File: config.mk
export PLATFORM = sky130hd
export DESIGN_NAME = xm_mem_arbiter
export DESIGN_NICKNAME = d
export VERILOG_FILES = /design/src/rtl/xm_pkg.sv /design/src/rtl/xm_byte_lane.sv /design/src/rtl/xm_mem_arbiter.sv
export SDC_FILE = /design/constraint.sdc
export NUM_CORES = 1
export LEC_CHECK = 0
export ABC_AREA = 0
export BUFFER_PORTS_ARGS = -buffer_cell sky130_fd_sc_hd__buf_2
export CAP_MARGIN = 20
export CORE_MARGIN = 3
export CORE_UTILIZATION = 30
export DETAILED_ROUTE_END_ITERATION = 6
export HOLD_SLACK_MARGIN = 0.02
export PLACE_DENSITY = 0.47
export REMOVE_ABC_BUFFERS = 1
export SETUP_SLACK_MARGIN = 0.1
export SLEW_MARGIN = 25
export SYNTH_ARGS = -nofsm -noshare
export SYNTH_HDL_FRONTEND = slang
export SYNTH_SLANG_ARGS = --single-unit
File: constraint.sdc
create_clock -name clk_i -period 4.05 [get_ports clk_i]
set_input_delay 0.6075 -clock clk_i [delete_from_list [all_inputs] [get_ports clk_i]]
set_output_delay 0.6075 -clock clk_i [all_outputs]
set_load 0.05 [all_outputs]
File: src/rtl/xm_pkg.sv
// Shared types and constants for the unified-memory arbiter.
// Owner, state and byte-enable encodings live here so all files agree.
package xm_pkg;

  typedef enum logic [1:0] {
    IDLE   = 2'd0,
    ACCESS = 2'd1,
    DONE   = 2'd2
  } state_e;

  typedef enum logic {
    OWN_CPU = 1'b0,
    OWN_DMA = 1'b1
  } owner_e;

  localparam logic RW_READ  = 1'b0;
  localparam logic RW_WRITE = 1'b1;

  localparam logic [1:0] BE_NONE = 2'b00;
  localparam logic [1:0] BE_LO   = 2'b01;
  localparam logic [1:0] BE_HI   = 2'b10;
  localparam logic [1:0] BE_WORD = 2'b11;

  function automatic logic [3:0] sat_inc(
    input logic [3:0] v,
    input logic [3:0] lim
  );
    return (v >= lim) ? lim : v + 4'd1;
  endfunction

endpackage

File: src/rtl/xm_byte_lane.sv
// Byte-lane steering between a 16-bit memory word and byte/word ops.
// Purely combinational; lane is the low address bit.
module xm_byte_lane
  import xm_pkg::*;
#(
  parameter int W = 16
) (
  input  logic         byte_i,
  input  logic         lane_i,
  input  logic [W-1:0] wdata_i,
  input  logic [W-1:0] rdata_i,
  output logic [1:0]   be_o,
  output logic [W-1:0] wdata_o,
  output logic [W-1:0] rdata_o
);

  always_comb begin
    be_o    = BE_WORD;
    wdata_o = wdata_i;
    rdata_o = rdata_i;
    if (byte_i) begin
      be_o    = lane_i ? BE_HI : BE_LO;
      wdata_o = {(W/8){wdata_i[7:0]}};
      rdata_o = lane_i ? {{(W-8){1'b0}}, rdata_i[15:8]}
                       : {{(W-8){1'b0}}, rdata_i[7:0]};
    end
  end

endmodule

File: src/rtl/xm_mem_arbiter.sv
// Arbitrates CPU pulses and level-held DMA requests onto one
// single-port memory with fixed wait states and byte steering.
module xm_mem_arbiter
  import xm_pkg::*;
#(
  parameter int WORD   = 16,
  parameter int WAIT   = 2,
  parameter int STARVE = 4
) (
  input  logic            clk_i,
  input  logic            arst_i,
  input  logic            cpuEn_i,
  input  logic            cpuRW_i,
  input  logic            cpuByte_i,
  input  logic [WORD-1:0] cpuAdr_i,
  input  logic [WORD-1:0] cpuWrData_i,
  output logic [WORD-1:0] cpuRdData_o,
  output logic            cpuBusy_o,
  input  logic            dmaReq_i,
  input  logic            dmaRW_i,
  input  logic            dmaByte_i,
  input  logic [WORD-1:0] dmaAdr_i,
  input  logic [WORD-1:0] dmaWrData_i,
  output logic            dmaGnt_o,
  output logic            dmaDone_o,
  output logic [WORD-1:0] dmaRdData_o,
  output logic            memCs_o,
  output logic            memWe_o,
  output logic [1:0]      memBe_o,
  output logic [WORD-1:0] memAdr_o,
  output logic [WORD-1:0] memWrData_o,
  input  logic [WORD-1:0] memRdData_i
);

  localparam logic [3:0] WAIT_C   = 4'(WAIT);
  localparam logic [3:0] STARVE_C = 4'(STARVE);

  state_e          state_q, state_d;
  owner_e          own_q, own_d;
  logic [3:0]      cnt_q, cnt_d;
  logic [3:0]      streak_q, streak_d;
  logic            cpu_pend_q, cpu_pend_d;

  logic            hold_rw_q, hold_rw_d;
  logic            hold_byte_q, hold_byte_d;
  logic [WORD-1:0] hold_adr_q, hold_adr_d;
  logic [WORD-1:0] hold_wdata_q, hold_wdata_d;

  logic            acc_rw_q, acc_rw_d;
  logic            acc_byte_q, acc_byte_d;
  logic [WORD-1:0] acc_adr_q, acc_adr_d;
  logic [WORD-1:0] acc_wdata_q, acc_wdata_d;

  logic [WORD-1:0] cpu_rdata_q, cpu_rdata_d;
  logic [WORD-1:0] dma_rdata_q, dma_rdata_d;

  logic            cpu_busy;
  logic            cpu_take;
  logic            dma_win;
  logic            in_access;
  logic [1:0]      lane_be;
  logic [WORD-1:0] lane_wdata;
  logic [WORD-1:0] lane_rdata;

  xm_byte_lane #(
    .W (WORD)
  ) u_lane (
    .byte_i  (acc_byte_q),
    .lane_i  (acc_adr_q[0]),
    .wdata_i (acc_wdata_q),
    .rdata_i (memRdData_i),
    .be_o    (lane_be),
    .wdata_o (lane_wdata),
    .rdata_o (lane_rdata)
  );

  assign cpu_busy = cpu_pend_q &
                    !(state_q == DONE && own_q == OWN_CPU);
  assign cpu_take = cpuEn_i & !cpu_busy;
  // A pending DMA only overrides a pending CPU once it has starved.
  assign dma_win  = dmaReq_i &
                    (!cpu_pend_q || streak_q == STARVE_C);

  always_comb begin
    state_d      = state_q;
    own_d        = own_q;
    cnt_d        = cnt_q;
    streak_d     = streak_q;
    cpu_pend_d   = cpu_pend_q;
    hold_rw_d    = hold_rw_q;
    hold_byte_d  = hold_byte_q;
    hold_adr_d   = hold_adr_q;
    hold_wdata_d = hold_wdata_q;
    acc_rw_d     = acc_rw_q;
    acc_byte_d   = acc_byte_q;
    acc_adr_d    = acc_adr_q;
    acc_wdata_d  = acc_wdata_q;
    cpu_rdata_d  = cpu_rdata_q;
    dma_rdata_d  = dma_rdata_q;

    unique case (state_q)
      IDLE: begin
        if (dma_win) begin
          own_d       = OWN_DMA;
          acc_rw_d    = dmaRW_i;
          acc_byte_d  = dmaByte_i;
          acc_adr_d   = dmaAdr_i;
          acc_wdata_d = dmaWrData_i;
          state_d     = ACCESS;
          cnt_d       = WAIT_C;
          streak_d    = 4'd0;
        end else if (cpu_pend_q) begin
          own_d       = OWN_CPU;
          acc_rw_d    = hold_rw_q;
          acc_byte_d  = hold_byte_q;
          acc_adr_d   = hold_adr_q;
          acc_wdata_d = hold_wdata_q;
          state_d     = ACCESS;
          cnt_d       = WAIT_C;
          streak_d    = dmaReq_i ? sat_inc(streak_q, STARVE_C)
                                 : 4'd0;
        end
      end
      ACCESS: begin
        if (cnt_q == 4'd0) begin
          state_d = DONE;
          if (acc_rw_q == RW_READ) begin
            if (own_q == OWN_CPU) cpu_rdata_d = lane_rdata;
            else                  dma_rdata_d = lane_rdata;
          end
        end else begin
          cnt_d = cnt_q - 4'd1;
        end
      end
      DONE: begin
        state_d = IDLE;
        if (own_q == OWN_CPU) cpu_pend_d = 1'b0;
      end
      default: state_d = IDLE;
    endcase

    // Capture last so a pulse in the releasing DONE cycle is kept.
    if (cpu_take) begin
      cpu_pend_d   = 1'b1;
      hold_rw_d    = cpuRW_i;
      hold_byte_d  = cpuByte_i;
      hold_adr_d   = cpuAdr_i;
      hold_wdata_d = cpuWrData_i;
    end
  end

  always_ff @(posedge clk_i) begin
    if (arst_i) begin
      state_q      <= IDLE;
      own_q        <= OWN_CPU;
      cnt_q        <= 4'd0;
      streak_q     <= 4'd0;
      cpu_pend_q   <= 1'b0;
      hold_rw_q    <= RW_READ;
      hold_byte_q  <= 1'b0;
      hold_adr_q   <= '0;
      hold_wdata_q <= '0;
      acc_rw_q     <= RW_READ;
      acc_byte_q   <= 1'b0;
      acc_adr_q    <= '0;
      acc_wdata_q  <= '0;
      cpu_rdata_q  <= '0;
      dma_rdata_q  <= '0;
    end else begin
      state_q      <= state_d;
      own_q        <= own_d;
      cnt_q        <= cnt_d;
      streak_q     <= streak_d;
      cpu_pend_q   <= cpu_pend_d;
      hold_rw_q    <= hold_rw_d;
      hold_byte_q  <= hold_byte_d;
      hold_adr_q   <= hold_adr_d;
      hold_wdata_q <= hold_wdata_d;
      acc_rw_q     <= acc_rw_d;
      acc_byte_q   <= acc_byte_d;
      acc_adr_q    <= acc_adr_d;
      acc_wdata_q  <= acc_wdata_d;
      cpu_rdata_q  <= cpu_rdata_d;
      dma_rdata_q  <= dma_rdata_d;
    end
  end

  assign in_access   = (state_q == ACCESS);
  assign memCs_o     = in_access;
  assign memWe_o     = in_access & (acc_rw_q == RW_WRITE);
  assign memBe_o     = in_access ? lane_be : BE_NONE;
  assign memAdr_o    = in_access ? {acc_adr_q[WORD-1:1], 1'b0} : '0;
  assign memWrData_o = in_access ? lane_wdata : '0;

  assign cpuBusy_o   = cpu_busy;
  assign cpuRdData_o = cpu_rdata_q;
  assign dmaRdData_o = dma_rdata_q;
  assign dmaGnt_o    = (own_q == OWN_DMA) && (state_q != IDLE);
  assign dmaDone_o   = (own_q == OWN_DMA) && (state_q == DONE);

endmodule

* Word-level counts from Yosys, hierarchy flattened
Index checks and enable logic that the tools add are counted.
Word-level totals: bits in registers 112, bits in latches 0, RAM bits 0, bits in read-only memories 0, input port bits 88, word-level logic and storage cells 83, memories kept 0
Cells by class: $add $sub $neg 2, $mul 0, divide/modulo/power cells 0, order comparisons 1, equal/unequal tests 7, shifts and indexed selects 0, muxes and demuxes 33, bitwise logic cells 6, reduce and logical (&&, ||, !) cells 19
Operator list (count):
- 16-bit 2-to-1 mux | 8
- 4-bit 2-to-1 mux | 7
- 2-bit 2-to-1 mux | 6
- 1-bit 2-to-1 mux | 9
- 8-bit 2-to-1 mux | 1
- 4-bit case mux with 2 select lines | 1
- 4-bit AND reduction | 2
- 2-bit nonzero test | 4
- 2-bit AND reduction | 3
- 4-bit by 1-bit adder with 4-bit output (second input constant) | 1
- 1-bit AND | 4
- 4-bit by 3-bit == test with 1-bit output (second input constant) | 1
- 4-bit by 3-bit >= comparator with 1-bit output (second input constant) | 1
- 4-bit logical NOT | 1
- 2-bit by 1-bit inequality test with 1-bit output (second input constant) | 2
- 2-bit case mux with 2 select lines | 1
- 4-bit by 1-bit subtractor with 4-bit output (second input constant) | 1
- 1-bit logical AND | 3
- 1-bit logical NOT | 3
- 3-bit inequality test (second input constant) | 1
- 3-bit AND reduction | 1
- 2-bit by 1-bit == test with 1-bit output (second input constant) | 1
- 2-bit == test (second input constant) | 1
- 2-bit logical NOT | 1
- 3 further kinds | 4

* Logic depth before layout (Yosys ltp)
depth in word-level cells 8, depth in mapped cells 7

* By module
From an unflattened synthesis, not the netlist that was laid out.
Unflattened totals: cell total of the unflattened synthesis 641, area total of the unflattened synthesis 5898.2 um^2
By module, submodules not included:
- xm_mem_arbiter | times used 1, cells an instance 605, area each 5525.3 um^2, seq. area each 2242.2 um^2
- xm_byte_lane | times used 1, cells an instance 36, area each 372.9 um^2, seq. area each 0.0 um^2

* Least setup slack after synthesis
OpenSTA, ideal clock, no wires.
path kind register to output, from register state_q[1], to output memAdr_o[14], arrival 1848 ps, slack 1595 ps, stages on the path, launching flop included 7, cells stage by stage dfxtp_1 buf_6 nand2b_1 clkbuf_1 inv_1 clkbuf_1 and2_1
On the way: word-level cells in the longest chain between the ends 2
Ends and longest elaborated chain:
- from (decl) | line xm_mem_arbiter.sv:38 | state_e state_q, state_d;
- from (signal assigned) | line xm_mem_arbiter.sv:170 | state_q <= state_d;
- 2-bit by 1-bit == test with 1-bit output | line xm_mem_arbiter.sv:188 | assign in_access = (state_q == ACCESS);
- named net memCs_o | line xm_mem_arbiter.sv:27 | output logic memCs_o,
- 16-bit 2-to-1 mux | line xm_mem_arbiter.sv:192 | assign memAdr_o = in_access ? {acc_adr_q[WORD-1:1], 1'b0} : '0;
- to (decl) | line xm_mem_arbiter.sv:30 | output logic [WORD-1:0] memAdr_o,
The timed path passes the listed nets, and every way through them passes these cells.

* Worst setup path in the final report
from register state_q[0], to output memAdr_o[8]
On the way: word-level cells in the longest chain between the ends 2
Ends and longest elaborated chain (line):
- 2-bit by 1-bit == test with 1-bit output | xm_mem_arbiter.sv:188
- 16-bit 2-to-1 mux | xm_mem_arbiter.sv:192
Every way passes these cells.

==> impl_metrics.tcl <==
set metrics [dict create \
    clock_latency_ps 360 \
    worst_slack_ps 1125 \
    min_from "streak_q[3]" \
    rr_endpoint "acc_adr_q[2]" \
    ys_async_sr_fraction 0 \
    synth_top_area_frac 0.3963 \
    synth_common_cells "dfxtp_1 (112), a21oi_1 (76), nand2b_1 (70)" \
    reg2reg_from "cpu_pend_q" \
    nFillCells 1911 \
    pre_cts_slack_ps 1482 \
    placed_area_um2 6457 \
    die_y_um 143.3 \
    num_vias 5043 \
    tightest_slew_ps 1042 \
    cp-end-kind "output pin" \
    maxCapViolCount 0 \
    initial_core_util 0.3097 \
    via_per_inst 5.210 \
    dp_hpwl_mm 10.77 \
    muxShareOfSynthArea 0.08846 \
    r2r_slack_ps 1830 \
    synth_fa_ha_area_frac 0.008846 \
    min_path_type "register to register" \
    cts_max_path_buffers 2 \
    finalCritPeriodShare 0.7221 \
    multi_input_area_um2 3065 \
    cpMaxStageDelayCell "inv_1" \
    num_antenna_cells 0 \
    relSlewSlack 0.3036 \
    grt_start_max_net_pins 110 \
    yosysTopAreaCell "dfxtp_1" \
    synth_compound_area_frac 0.2329 \
    fmax_mhz 341.9 \
    ys_top_cells_by_area "dfxtp_1 (40%), mux2i_1 (8.8%), nand2b_1 (7.7%)" \
    r2r_cells 4 \
    routedWlPerCell_um 17.41 \
    yosysUniqueCellTypes 46 \
    cpPeakStageDelay_ps 630 \
    antenna_found_initial 1 \
    drc 0 \
    clkSlewWorstSetupHoldPaths_ps 80 \
    grt_pass1_wl_mm 27.14 \
    crit_path_cell_trace "nand2b_1, buf_4, inv_1, and2_1, buf_2" \
    ioPinCount 159 \
    core-area_um2 18270 \
    peakVddDrop_mv 0.2134 \
    p_per_area_nw_per_um2 428.8 \
    grt.total_usage 0.1650 \
    routed_wl_mm 16.85 \
    worst_setup_path_start_kind "register" \
    cts_hold_buf 0 \
    io_buffers 157 \
    final_max_slew_viol_count 0 \
    setup_violations 0 \
    cts_root_buf "clkbuf_16" \
    numCtsBuffers 9 \
    rows 49 \
    post-route-cell-area_um2 6774 \
    first_global_vias 5123 \
    drt_pre_antenna_iters 5 \
    gp_congestion 0.7699 \
    synth-edff-count 0 \
    fin_tns_setup_ps 0 \
    antenna_left 0 \
    synth.most_common_cell "dfxtp_1" \
    post_cts_resized 0 \
    grt-ovfl-total 0 \
    rsz0062_at_grt "false" \
    synth_area_um2 5658 \
    synth-xor-area-share 0 \
    seq_area_um2 2242 \
    ys.flop_type "dfxtp_1" \
    htree_levels 3 \
    cts_tree "done" \
    hold_viol 0 \
    drive_gt1_frac 0.3099 \
    cts.sinks 112 \
    period_needed_ps 2925 \
    ys_seq_elements 112 \
    critPathMaxFanout 29 \
    syn-mean-instance-area_um2 9.067 \
    cts_setup_buffers 0 \
    worstSetupPathType "register to output pin" \
    areaGrowthSynthToFinish_pct 19.73 \
    synth_warnings 0 \
    status "complete, no violations" \
    cp.arrival_ps 2320 \
    drtIter0Drc 215 \
    hold_path_end "streak_q[3]" \
    nets 826 \
    min_path_cells 2 \
    synth_top_family_by_area "compound AO/OA/AOI/OAI gates" \
    required_ps 3440 \
    syn_inst 624 \
    ys_seq_area_frac 0.3963 \
    die_area_um2 20540 \
    skew_ps 11.22 \
    die_x_um 143.3 \
    yosys.area_share.simple 0.2063 \
    power.leakage_nw 2.791 \
]
[power breakdown]
part / internal [mW] / switching [mW] / leakage (nW)
clock: 0.427 / 0.441 / 0.131
combinational: 0.260 / 0.499 / 1.74
sequential: 1.20 / 0.0772 / 0.918
total: 1.89 / 1.02 / 2.79
[through the flow]
step	instances	total power, mW	hold WS (ps)	util
after floorplan	558	1.793	435.1	-
after global placement	950	2.040	459.1	0.3534
after detailed placement	950	2.052	462.5	0.3534
after CTS	966	2.936	458.3	0.3689
after global routing	968	3.071	488.8	0.3708
final	968	2.905	471.4	0.3708
[kinds of logic (layout without fill, tap and decap cells)]
logic type / after synthesis / count (layout)
AOI/OAI and AO/OA: 190 / 190
adders and majority gates: 4 / 4
buffers and inverters: 74 / 189
DFF: 112 / 112
muxes: 50 / 50
other: 1 / 1
and+or+nand+nor: 193 / 193
[cell type report]
| class | count | share of cell area |
|---|---|---|
| clock buffer | 10 | 0.03380 |
| clock inverter | 6 | 0.007758 |
| timing repair buffer | 165 | 0.1282 |
| sequential | 112 | 0.3310 |
| inverter | 8 | 0.004433 |
| tap | 229 | 0.04230 |
| multi-input combinational | 438 | 0.4525 |
[placed cells by master (no fill, tap or decap), types with 2 or more instances in the layout]
cell / count
inv_1: 8
clkinv_4: 2
nor2_4: 3
buf_4: 8
and2_1: 25
nand2_1: 2
or4_1: 2
clkinvlp_4: 2
buf_2: 156
ha_1: 4
clkbuf_16: 9
or2_2: 2
nor2b_1: 8
a21bo_2: 34
nand2b_1: 69
a21oi_1: 76
a211oi_1: 17
mux2i_1: 50
a311oi_1: 35
o21ai_0: 22
nor2_1: 14
nand3_1: 53
dfxtp_1: 112
and4bb_2: 2
[registers in the layout (all words and copies together) (netlist names)]
| name | flops |
|---|---|
| cnt_q | 4 |
| acc_rw_q | 1 |
| dmaRdData_o | 16 |
| hold_rw_q | 1 |
| own_q | 1 |
| cpuRdData_o | 16 |
| hold_adr_q | 16 |
| hold_wdata_q | 16 |
| cpu_pend_q | 1 |
| acc_byte_q | 1 |
| state_q | 2 |
| acc_adr_q | 16 |
| hold_byte_q | 1 |
| acc_wdata_q | 16 |
| streak_q | 4 |
[worst max-delay path: cells and delay by family, from the launching register on]
family                 cells  cell delay, ps
AND/OR/NAND/NOR            2             340
buffers and inverters      3            1100
flip-flops                 1             510
[how the worst max path moves through the flow]
stage / startpoint / to / slack [ps]
after floorplan: dmaReq_i / acc_adr_q[0] / 1060
after global placement: state_q[0] / memWrData_o[3] / 1570
after detailed placement: state_q[1] / memAdr_o[14] / 1480
after CTS: state_q[1] / memAdr_o[8] / 1070
after global routing: state_q[0] / memWrData_o[1] / 910
final: state_q[0] / memAdr_o[8] / 1130
[routing by layer]
layer / up-vias / track usage / wire, um
li1: 2454 / - / -
met1: 2379 / 0.2241 / 8087
met2: 198 / 0.2619 / 7447
met3: 10 / 0.04825 / 1167
met4: 2 / 0.03617 / 138
met5: - / 0 / 13
No activity file was read; power rests on OpenSTA's default activity.
